==> src/rtl/inst_scheduler.sv <==
// -----------------------------------------------------------------------------
// inst_scheduler
//
// Queues 80-bit instruction words from the SPI receiver (already in the clk
// domain), decodes the word at the queue head and runs compute ops on the
// accelerator engine through a start/done handshake.
// Results are then offered to the consumer on a valid/ack port.
//
// Instruction word layout:
//   [79:72] opcode
//   [71:64] tag
//   [63:32] operand A
//   [31:0]  operand B
//
// Opcodes:
//   0x00        NOP    popped and dropped
//   0x01..0x0F  compute op, sent to the engine
//   0xFF        FLUSH  popped; everything queued behind it is dropped
//   other       illegal, popped and dropped; sets err_illegal
//
// Handshakes:
//   inst_valid/inst_ready: a word transfers on a cycle where both are high.
//     inst_ready depends only on the registered fill count.
//   eng_start/eng_done: eng_start is a one-cycle pulse. The engine raises
//     eng_done (with eng_result) for one cycle, no earlier than the cycle
//     after the start pulse.
//   res_valid/res_ack: res_valid stays high, with res_data and res_tag held
//     stable, until a cycle in which res_ack is high. res_valid drops on the
//     following cycle.
//
// Ports:
//   clk, reset                 clock; synchronous active-high reset
//   inst_valid/inst_word/      instruction input
//     inst_ready
//   eng_start/eng_op/eng_a/    engine command; op and operands are held from
//     eng_b                    ISSUE through WAIT
//   eng_done/eng_result        engine completion
//   res_valid/res_data/        result output
//     res_tag/res_ack
//   err_clr                    clears both sticky error flags
//   err_illegal/err_timeout    sticky error flags
//   busy                       FSM not idle, or queue not empty
//   dbg_state                  current FSM state (IDLE=0 ISSUE=1 WAIT=2 HOLD=3)
// -----------------------------------------------------------------------------
module inst_scheduler #(
  parameter int unsigned DEPTH       = 4,
  parameter int unsigned TIMEOUT_CYC = 1024
) (
  input  logic        clk,
  input  logic        reset,
  input  logic        inst_valid,
  input  logic [79:0] inst_word,
  output logic        inst_ready,
  output logic        eng_start,
  output logic [3:0]  eng_op,
  output logic [31:0] eng_a,
  output logic [31:0] eng_b,
  input  logic        eng_done,
  input  logic [31:0] eng_result,
  output logic        res_valid,
  output logic [31:0] res_data,
  output logic [7:0]  res_tag,
  input  logic        res_ack,
  input  logic        err_clr,
  output logic        err_illegal,
  output logic        err_timeout,
  output logic        busy,
  output logic [1:0]  dbg_state
);

  localparam int unsigned PW = $clog2(DEPTH);
  localparam int unsigned CW = PW + 1;
  localparam int unsigned TW = $clog2(TIMEOUT_CYC + 1);

  localparam logic [PW-1:0] PTR_ONE   = PW'(1);
  localparam logic [CW-1:0] CNT_FULL  = CW'(DEPTH);
  localparam logic [TW-1:0] TIMER_ONE = TW'(1);
  localparam logic [TW-1:0] TIMER_MAX = TW'(TIMEOUT_CYC - 1);

  localparam logic [7:0] OP_NOP   = 8'h00;
  localparam logic [7:0] OP_FLUSH = 8'hFF;

  typedef enum logic [1:0] {
    S_IDLE  = 2'd0,
    S_ISSUE = 2'd1,
    S_WAIT  = 2'd2,
    S_HOLD  = 2'd3
  } state_t;

  // ---------------------------------------------------------------------------
  // State
  // ---------------------------------------------------------------------------
  logic [79:0]   mem_q [DEPTH];
  logic [PW-1:0] wr_ptr_q, wr_ptr_d;
  logic [PW-1:0] rd_ptr_q, rd_ptr_d;
  logic [CW-1:0] count_q,  count_d;

  state_t        state_q;
  logic [TW-1:0] timer_q;
  logic [3:0]    op_q;
  logic [31:0]   a_q;
  logic [31:0]   b_q;
  logic [7:0]    tag_q;
  logic          eng_start_q;
  logic          res_valid_q;
  logic [31:0]   res_data_q;
  logic [7:0]    res_tag_q;

  logic          err_illegal_q, err_illegal_d;
  logic          err_timeout_q, err_timeout_d;

  // ---------------------------------------------------------------------------
  // Head decode and queue control
  // ---------------------------------------------------------------------------
  logic [79:0] head_word;
  logic [7:0]  head_op;
  logic        head_compute;
  logic        head_illegal;
  logic        push;
  logic        pop;
  logic        flush;
  logic        timeout_hit;

  assign head_word    = mem_q[rd_ptr_q];
  assign head_op      = head_word[79:72];
  assign head_compute = (head_op[7:4] == 4'h0) && (head_op != OP_NOP);
  assign head_illegal = !head_compute && (head_op != OP_NOP) && (head_op != OP_FLUSH);

  assign push  = inst_valid && inst_ready;
  // At most one pop per cycle, and only while the FSM is idle.
  assign pop   = (state_q == S_IDLE) && (count_q != '0);
  assign flush = pop && (head_op == OP_FLUSH);

  // The limit is hit on the WAIT cycle in which the count of WAIT cycles
  // reaches TIMEOUT_CYC. A done on that same cycle takes priority.
  assign timeout_hit = (state_q == S_WAIT) && !eng_done && (timer_q == TIMER_MAX);

  always_comb begin
    wr_ptr_d = wr_ptr_q;
    rd_ptr_d = rd_ptr_q;
    count_d  = count_q;
    if (push) begin
      wr_ptr_d = wr_ptr_q + PTR_ONE;
    end
    if (flush) begin
      // Drop everything behind the FLUSH. A word pushed in this same cycle
      // lands at wr_ptr_q, which becomes the new head.
      rd_ptr_d = wr_ptr_q;
      count_d  = push ? CW'(1) : '0;
    end else begin
      if (pop) begin
        rd_ptr_d = rd_ptr_q + PTR_ONE;
      end
      count_d = count_q + CW'(push) - CW'(pop);
    end
  end

  always_ff @(posedge clk) begin
    if (reset) begin
      wr_ptr_q <= '0;
      rd_ptr_q <= '0;
      count_q  <= '0;
    end else begin
      wr_ptr_q <= wr_ptr_d;
      rd_ptr_q <= rd_ptr_d;
      count_q  <= count_d;
    end
  end

  // The storage itself needs no reset: an entry is visible only through
  // count_q, and count_q is cleared by reset.
  always_ff @(posedge clk) begin
    if (push) begin
      mem_q[wr_ptr_q] <= inst_word;
    end
  end

  // ---------------------------------------------------------------------------
  // Scheduler FSM
  // ---------------------------------------------------------------------------
  always_ff @(posedge clk) begin
    if (reset) begin
      state_q     <= S_IDLE;
      timer_q     <= '0;
      op_q        <= '0;
      a_q         <= '0;
      b_q         <= '0;
      tag_q       <= '0;
      eng_start_q <= 1'b0;
      res_valid_q <= 1'b0;
      res_data_q  <= '0;
      res_tag_q   <= '0;
    end else begin
      eng_start_q <= 1'b0;
      case (state_q)
        S_IDLE: begin
          // Non-compute heads are consumed here without leaving IDLE.
          if (pop && head_compute) begin
            op_q        <= head_op[3:0];
            tag_q       <= head_word[71:64];
            a_q         <= head_word[63:32];
            b_q         <= head_word[31:0];
            eng_start_q <= 1'b1;
            state_q     <= S_ISSUE;
          end
        end
        S_ISSUE: begin
          // eng_done is ignored here; the engine cannot finish this early.
          timer_q <= '0;
          state_q <= S_WAIT;
        end
        S_WAIT: begin
          timer_q <= timer_q + TIMER_ONE;
          if (eng_done) begin
            res_data_q  <= eng_result;
            res_tag_q   <= tag_q;
            res_valid_q <= 1'b1;
            state_q     <= S_HOLD;
          end else if (timeout_hit) begin
            state_q <= S_IDLE;
          end
        end
        S_HOLD: begin
          if (res_ack) begin
            res_valid_q <= 1'b0;
            state_q     <= S_IDLE;
          end
        end
        default: begin
          state_q <= S_IDLE;
        end
      endcase
    end
  end

  // ---------------------------------------------------------------------------
  // Sticky errors: a new error in the same cycle as err_clr keeps the flag set
  // ---------------------------------------------------------------------------
  always_comb begin
    err_illegal_d = err_illegal_q;
    err_timeout_d = err_timeout_q;
    if (err_clr) begin
      err_illegal_d = 1'b0;
      err_timeout_d = 1'b0;
    end
    if (pop && head_illegal) begin
      err_illegal_d = 1'b1;
    end
    if (timeout_hit) begin
      err_timeout_d = 1'b1;
    end
  end

  always_ff @(posedge clk) begin
    if (reset) begin
      err_illegal_q <= 1'b0;
      err_timeout_q <= 1'b0;
    end else begin
      err_illegal_q <= err_illegal_d;
      err_timeout_q <= err_timeout_d;
    end
  end

  // ---------------------------------------------------------------------------
  // Outputs
  // ---------------------------------------------------------------------------
  // inst_ready comes from the registered count only, so a pop while the queue
  // is full raises it one cycle later.
  assign inst_ready  = (count_q != CNT_FULL);
  assign eng_start   = eng_start_q;
  assign eng_op      = op_q;
  assign eng_a       = a_q;
  assign eng_b       = b_q;
  assign res_valid   = res_valid_q;
  assign res_data    = res_data_q;
  assign res_tag     = res_tag_q;
  assign err_illegal = err_illegal_q;
  assign err_timeout = err_timeout_q;
  assign busy        = (state_q != S_IDLE) || (count_q != '0);
  assign dbg_state   = state_q;

endmodule

==> config.mk <==
export PLATFORM = sky130hd
export DESIGN_NAME = inst_scheduler
export DESIGN_NICKNAME = d
export VERILOG_FILES = /design/src/rtl/inst_scheduler.sv
export SDC_FILE = /design/constraint.sdc
export NUM_CORES = 1
export LEC_CHECK = 0
export CORE_ASPECT_RATIO = 1.1
export CORE_MARGIN = 2
export CORE_UTILIZATION = 49
export DETAILED_ROUTE_END_ITERATION = 10
export PLACE_DENSITY_LB_ADDON = 0.05
export REMOVE_ABC_BUFFERS = 1
export SYNTH_ARGS = -nofsm -noshare
export SYNTH_HDL_FRONTEND = slang
export SYNTH_SLANG_ARGS = --single-unit
==> constraint.sdc <==
create_clock -name clk -period 3 [get_ports clk]
set_input_delay 0.6 -clock clk [delete_from_list [all_inputs] [get_ports clk]]
set_output_delay 0.6 -clock clk [all_outputs]
set_load 0.01 [all_outputs]
==> results of run 1 <==
==> tightest hold or removal path, stage by stage (launching register included) <==
cell,delay [ns]
dfxtp_1,0.31
nand2_1,0.05
a21oi_1,0.05
==> per-layer routing <==
layer  global-route usage [%]  vias to the layer above  share of wire [%]
met3                     5.00                       37                6.3
met4                     4.63                        2                1.4
met5                        0                        -              0.035
met1                     25.4                     4703                 43
met2                     33.5                      252                 49
li1                         -                     4477                  -
==> cell families (layout without fill, tap and decap cells) <==
family / after synthesis / after routing / synth area share [%]
flops: 462 / 462 / 74.3
simple gates: 300 / 300 / 7.32
compound gates: 138 / 138 / 4.30
mux: 83 / 83 / 10.9
buf+inv: 72 / 349 / 1.75
fa+ha+maj: 12 / 12 / 0.940
xor+xnor: 10 / 10 / 0.522
==> layout make-up <==
class / instances / area, µm² / share of cell area (%)
well taps: 438 / 548 / 2.57
flip-flops and latches: 462 / 12500 / 58.4
inverters: 11 / 41.3 / 0.194
repair buffers: 253 / 2620 / 12.3
clock inverters: 16 / 231 / 1.08
multi-input cells: 543 / 4060 / 19.0
clock buffers: 69 / 1380 / 6.48
==> state kept, by name (all words and copies together), names as in the netlist, named ones only <==
name / flops
count_q: 3
dbg_state: 2
eng_a: 32
eng_b: 32
eng_op: 4
eng_start: 1
err_illegal: 1
err_timeout: 1
mem_q: 320
rd_ptr_q: 2
res_data: 32
res_tag: 8
res_valid: 1
tag_q: 8
timer_q: 11
wr_ptr_q: 2
==> worst max path at each step <==
stage,cells after the start,start,slack (ns),end
after floorplan,5,flip-flop,-4.23,eng_op[0]
after global placement,11,inst_valid,0.29,count_q[2]
after detailed placement,11,inst_valid,0.27,count_q[2]
after CTS,6,flip-flop,0.32,eng_b[14]
after global routing,10,count_q[1],0.05,count_q[2]
final,6,flip-flop,0.35,eng_b[14]
==> per-stage QoR <==
stage,TNS (ns),hold slack [ns],std cells
finish,0,0.447,1792
detailed placement,0,0.445,1707
global placement,0,0.437,1707
CTS,0,0.450,1792
global route,0,0.468,1792
floorplan,-351.19,0.426,1016
==> Yosys cell counts, types with 3 or more instances <==
cell type,n
edfxtp_1,320
nand2_1,244
dfxtp_1,142
a21oi_1,124
mux4_2,80
clkbuf_1,48
nor2_1,16
buf_2,12
ha_1,11
inv_1,11
nand2b_1,7
xor2_1,7
nand4_1,6
and3_1,5
nand3_1,5
mux2i_1,3
nor3_1,3
or3_1,3
xnor2_1,3
==> power breakdown <==
part           total, mW  leakage, nW  switching (mW)  internal, mW
registers           7.77         4.08           0.259          7.51
logic               2.80         1.97            1.38          1.41
clock network       6.00        0.792            2.30          3.70
total               16.6         6.85            3.94          12.6
==> metrics.txt, run 1 <==
Worst Skew approximately 0.013 ns; Cell Pwr Density between 700 and 800 nW/µm²; register area share after synthesis between 70% and 80%; post-route cell area roughly 21000 µm²; initial antenna violation count 2; max incr delay on CP approximately 0.57 ns; post-cts gate resize count 0; Ports between 200 and 250; most frequent cells in the layout edfxtp_1 (320), nand2_1 (244), clkdlybuf4s50_1 (232); Final Net Count between 1k and 1.5k; fillers ~2.6k; synthesized area about 17000 µm²; Post-synth EDFFs 320; Max-cap violations 0; Starting Density slightly below 50%; Final setup viols 0; routability cong. ~0.73; Area Overhead vs Synth 27.2%; CTS Sinks about 460; r2r endpoint eng_b[14]; CTS Hold Bufs 0; path depth of the worst reg2reg path 6; final wirelength 34800 µm; worst vdd ir between 0.4 and 0.5 mV; post-route ant nets 0; setup ws final between 0.3 and 0.4 ns; CTS tree yes; # Post-CTS Setup Buffers 0; first-pass GRT wire length approximately 54000 µm; leak pwr about 7 nW; delay-heaviest family, CP compound AO/OA/AOI/OAI gates; final number of max-transition violations 0; core area 33900 µm²; Fin. Hold Viols 0; Rel. slew slack 50.3%; Reg clk slew, reported paths approximately 0.060 ns; Setup Slack @ Placement approximately 0.27 ns; drc violations 0; Synth async-reset ratio 0%; Root Driver clkbuf_16; WP data required roughly 3.5 ns; hold wc startpoint tag_q[7]; wire per inst about 19 µm; Design Power ~17 mW; Crit Path Class reg -> reg; R2R setup slack 0.35 ns; largest net degree at the start of global routing 81; CTS Buffer Depth 3; via/cell ratio between 5 and 6; hold path cells 2; critical path, cell by cell mux4_2, o41ai_1, or2_4, buf_12, nand2_1, a21oi_1; gr ovfl total 0; worst skew pair latency 0.55 ns; Hold/Removal Path Class reg -> reg; H-tree Lvls 2; Max Fclk 377 MHz; Total GRT Usage roughly a fifth; DRT iter0 DRCs 470; CP startpoint kind flip-flop; final period utilization between 80% and 90%; cells after synthesis 1077; number of global-route vias before repair 9659; Netlist cell types 39; ys flop type edfxtp_1; DIE AREA about 36000 µm²; I/O Buffers 233; status finished, final reports clean; CP Max Fanout approximately 60; end of the worst hold path res_tag[7]; crit path capture type flip-flop; average size of a mapped cell between 15 and 20 µm²; post-synth top area share between 50 and 60%; top cells by area, synth edfxtp_1 (57%), dfxtp_1 (17%), mux4_2 (11%); Die H between 150 and 200 µm; Syn. warnings 0; total iterations of the first detailed-routing run 4; Synth area leader edfxtp_1; DP Wirelength between 15000 and 20000 µm; layout cell share with drive strength beyond 1 13.4%; critical path's slowest cell mux4_2; row count 71; utilization after layout a little over three fifths; Slew @ Worst Pin between 0.7 and 0.8 ns; Ant. Diodes 0; DIE WIDTH approximately 180 µm; FF+latch count, synth around 460; fin crit period around 2.7 ns; crit path DAT roughly 3.1 ns; CTS Buf Count 46; Post-DP Area around 20000 µm²; most common cell after layout, fill and taps aside edfxtp_1; RSZ-0062 raised after global routing false; DR vias 9471; Buf/Inv on CP 1
Note: power is estimated with default switching activity, not from simulation.
==> run 2, diff against run 1 <==
--- a/config.mk
+++ b/config.mk
@@ -12,4 +12,5 @@
 export PLACE_DENSITY_LB_ADDON = 0.05
 export REMOVE_ABC_BUFFERS = 1
+export SLEW_MARGIN = 10
 export SYNTH_ARGS = -nofsm -noshare
 export SYNTH_HDL_FRONTEND = slang
==> constraint.sdc (replaced) <==
create_clock -name clk -period 3 [get_ports clk]
set_input_delay 0.6 -clock clk [delete_from_list [all_inputs] [get_ports clk]]
set_output_delay 0.6 -clock clk [all_outputs]
set_load 0.02 [all_outputs]
==> results of run 2 <==
Same layout as run 1 (identical final DEF). Status: finished, final reports clean.
Among the figures that moved: total power 16.6 mW -> 16.7 mW
==> run 3, diff against run 2 <==
--- a/config.mk
+++ b/config.mk
@@ -9,4 +9,5 @@
 export CORE_MARGIN = 2
 export CORE_UTILIZATION = 49
+export CTS_CLUSTER_SIZE = 40
 export DETAILED_ROUTE_END_ITERATION = 10
 export PLACE_DENSITY_LB_ADDON = 0.05
==> constraint.sdc (replaced) <==
create_clock -name clk -period 3 [get_ports clk]
set_input_delay 0.6 -clock clk [delete_from_list [all_inputs] [get_ports clk]]
set_output_delay 0.6 -clock clk [all_outputs]
set_load 0.1 [all_outputs]
==> run 3 against run 2 <==
Net effect:
- sequential cell count unchanged
- wire length rose by 1.2%
- first-iteration DRC count down 5.3%
- non-clock buffer count increased by 7
- count of clock-buffer cells in the layout decreased by 6
- largest cell class unchanged
==> metrics.txt, run 3 (synthesis results as in run 1) <==
status finished, final reports clean; DR vias 9461; DRT iter0 DRCs about 450; Final Hold Slack roughly 0.45 ns; Root Driver clkbuf_16; R2R setup slack roughly 0.26 ns; hold wc startpoint tag_q[1]; worst vdd ir about 0.55 mV; Sw Share between 20% and 30%; DP Wirelength 21300 µm; Cell Pwr Density between 800 and 900 nW/µm²; post-cts gate resize count 0; Largest Register mem_q; Die H ~200 µm; worst skew pair latency between 0.5 and 0.6 ns; Reg clk slew, reported paths approximately 0.06 ns; post-route ant nets 0; Fin. Hold Viols 0; drc violations 0; row count 71; final number of max-transition violations 0; hold path cells 2; Max-cap violations 0; Final setup viols 0; Slew @ Worst Pin 0.921 ns; Net Switching approximately 5 mW; CTS Buf Count 46; layout cell share with drive strength beyond 1 between 20% and 30%; gr ovfl total 0; path depth of the worst reg2reg path 6; Total GRT Usage between 10% and 20%; Starting Density between 40% and 50%; Area Overhead vs Synth 25.9%; most common cell after layout, fill and taps aside edfxtp_1; largest net degree at the start of global routing 62; leak pwr 7.11 nW; wire per inst 19.6 µm; Largest register FFs 320; crit path capture type flip-flop; number of global-route vias before repair roughly 9.5k; DIE WIDTH around 180 µm; WP data required roughly 3.5 ns; Post-DP Area around 20000 µm²; fin crit period between 2 and 3 ns; Rel. slew slack about two fifths; H-tree Lvls 2; I/O Buffers 233; CTS Buffer Depth 3; first-pass GRT wire length ~54000 µm; final period utilization about nine tenths; Ant. Diodes 0; Max Fclk 364 MHz; end of the worst hold path res_tag[1]; CP Max Fanout 61; CTS Sinks between 400 and 500; combinational power share roughly 22%; CTS tree yes; post-route cell area 21100 µm²; Worst Skew roughly 0.014 ns; final wirelength ~35000 µm; DIE AREA 35700 µm²; Crit Path Class reg -> reg; initial antenna violation count 1; internal power between 10 and 15 mW; Hold/Removal Path Class reg -> reg; RSZ-0062 raised after global routing false; Final Net Count roughly 1.5k; Ports roughly 230; clock share of power 34.0%; most frequent cells in the layout edfxtp_1 (320), nand2_1 (244), dfxtp_1 (140); CP startpoint kind flip-flop; total iterations of the first detailed-routing run 4; core area ~34000 µm²; crit path DAT between 3 and 4 ns; CTS Hold Bufs 0; r2r endpoint eng_a[26]; routability cong. about 0.73; via/cell ratio 5.26; Reg power frac around 45%; # Post-CTS Setup Buffers 0
run 3: cell types whose count changed in the layout (fill, tap and decap cells not counted), sizes merged:
cell	before	now
buf	21	144
clkbuf	69	63
clkinv	9	13
clkinvlp	1	4
clkdlybuf4s50	232	116
run 3: area by class of cell:
class | count | area, µm²
clock buffer | 63 | 1320
clock inverter | 23 | 268
fill | 2561 | 12800
inverter | 11 | 41.3
multi-input combinational | 543 | 4060
sequential | 462 | 12500
tap | 438 | 548
timing repair buffer | 260 | 2430
run 3: worst max path at each step:
stage | from | end | slack [ns] | cells past startpoint
final | flip-flop | eng_a[26] | 0.26 | 6
after global routing | dbg_state[0] | count_q[2] | 0.01 | 12
after CTS | flip-flop | eng_b[2] | 0.22 | 6
after detailed placement | inst_valid | count_q[2] | 0.27 | 11
after global placement | inst_valid | count_q[2] | 0.29 | 11
after floorplan | flip-flop | eng_op[0] | -4.23 | 5
run 3: power groups by stage:
| stage | Combinational [mW] | Clock [mW] | Sequential (mW) |
|---|---|---|---|
| finish | 3.77 | 5.93 | 7.77 |
| global route | 4.03 | 6.33 | 7.84 |
| CTS | 3.84 | 6.08 | 7.79 |
| detailed placement | 3.83 | 0 | 7.92 |
| global placement | 3.82 | 0 | 7.89 |
| floorplan | 1.68 | 0 | 8.97 |
run 3: critical path, cell delays in order, from the launching register on:
cell     delay [ns]
dfxtp_4        0.54
mux4_2         0.59
o41ai_1        0.51
or2_4          0.36
buf_12         0.32
nand2_1        0.11
a21oi_1        0.14
run 3: layer usage:
layer | part of all wire (%) | routed length, µm | GRT usage (%)
met1 | 43 | 15200 | 25.8
met2 | 49 | 17200 | 33.4
met3 | 6.1 | 2150 | 4.73
met4 | 1.8 | 616 | 4.93
met5 | 0.037 | 13 | 0
run 3: per-stage QoR:
stage	std cells	setup WS [ns]	TNS [ns]	power, mW	utilization [%]
6_report	1800	0.256	0	17.5	62.2
3_3_place_gp	1714	0.286	0	11.7	57.6
3_5_place_dp	1714	0.268	0	11.8	57.6
5_1_grt	1800	0.0139	0	18.2	62.2
2_1_floorplan	1016	-4.23	-556.93	10.7	-
4_1_cts	1800	0.218	0	17.7	62.2
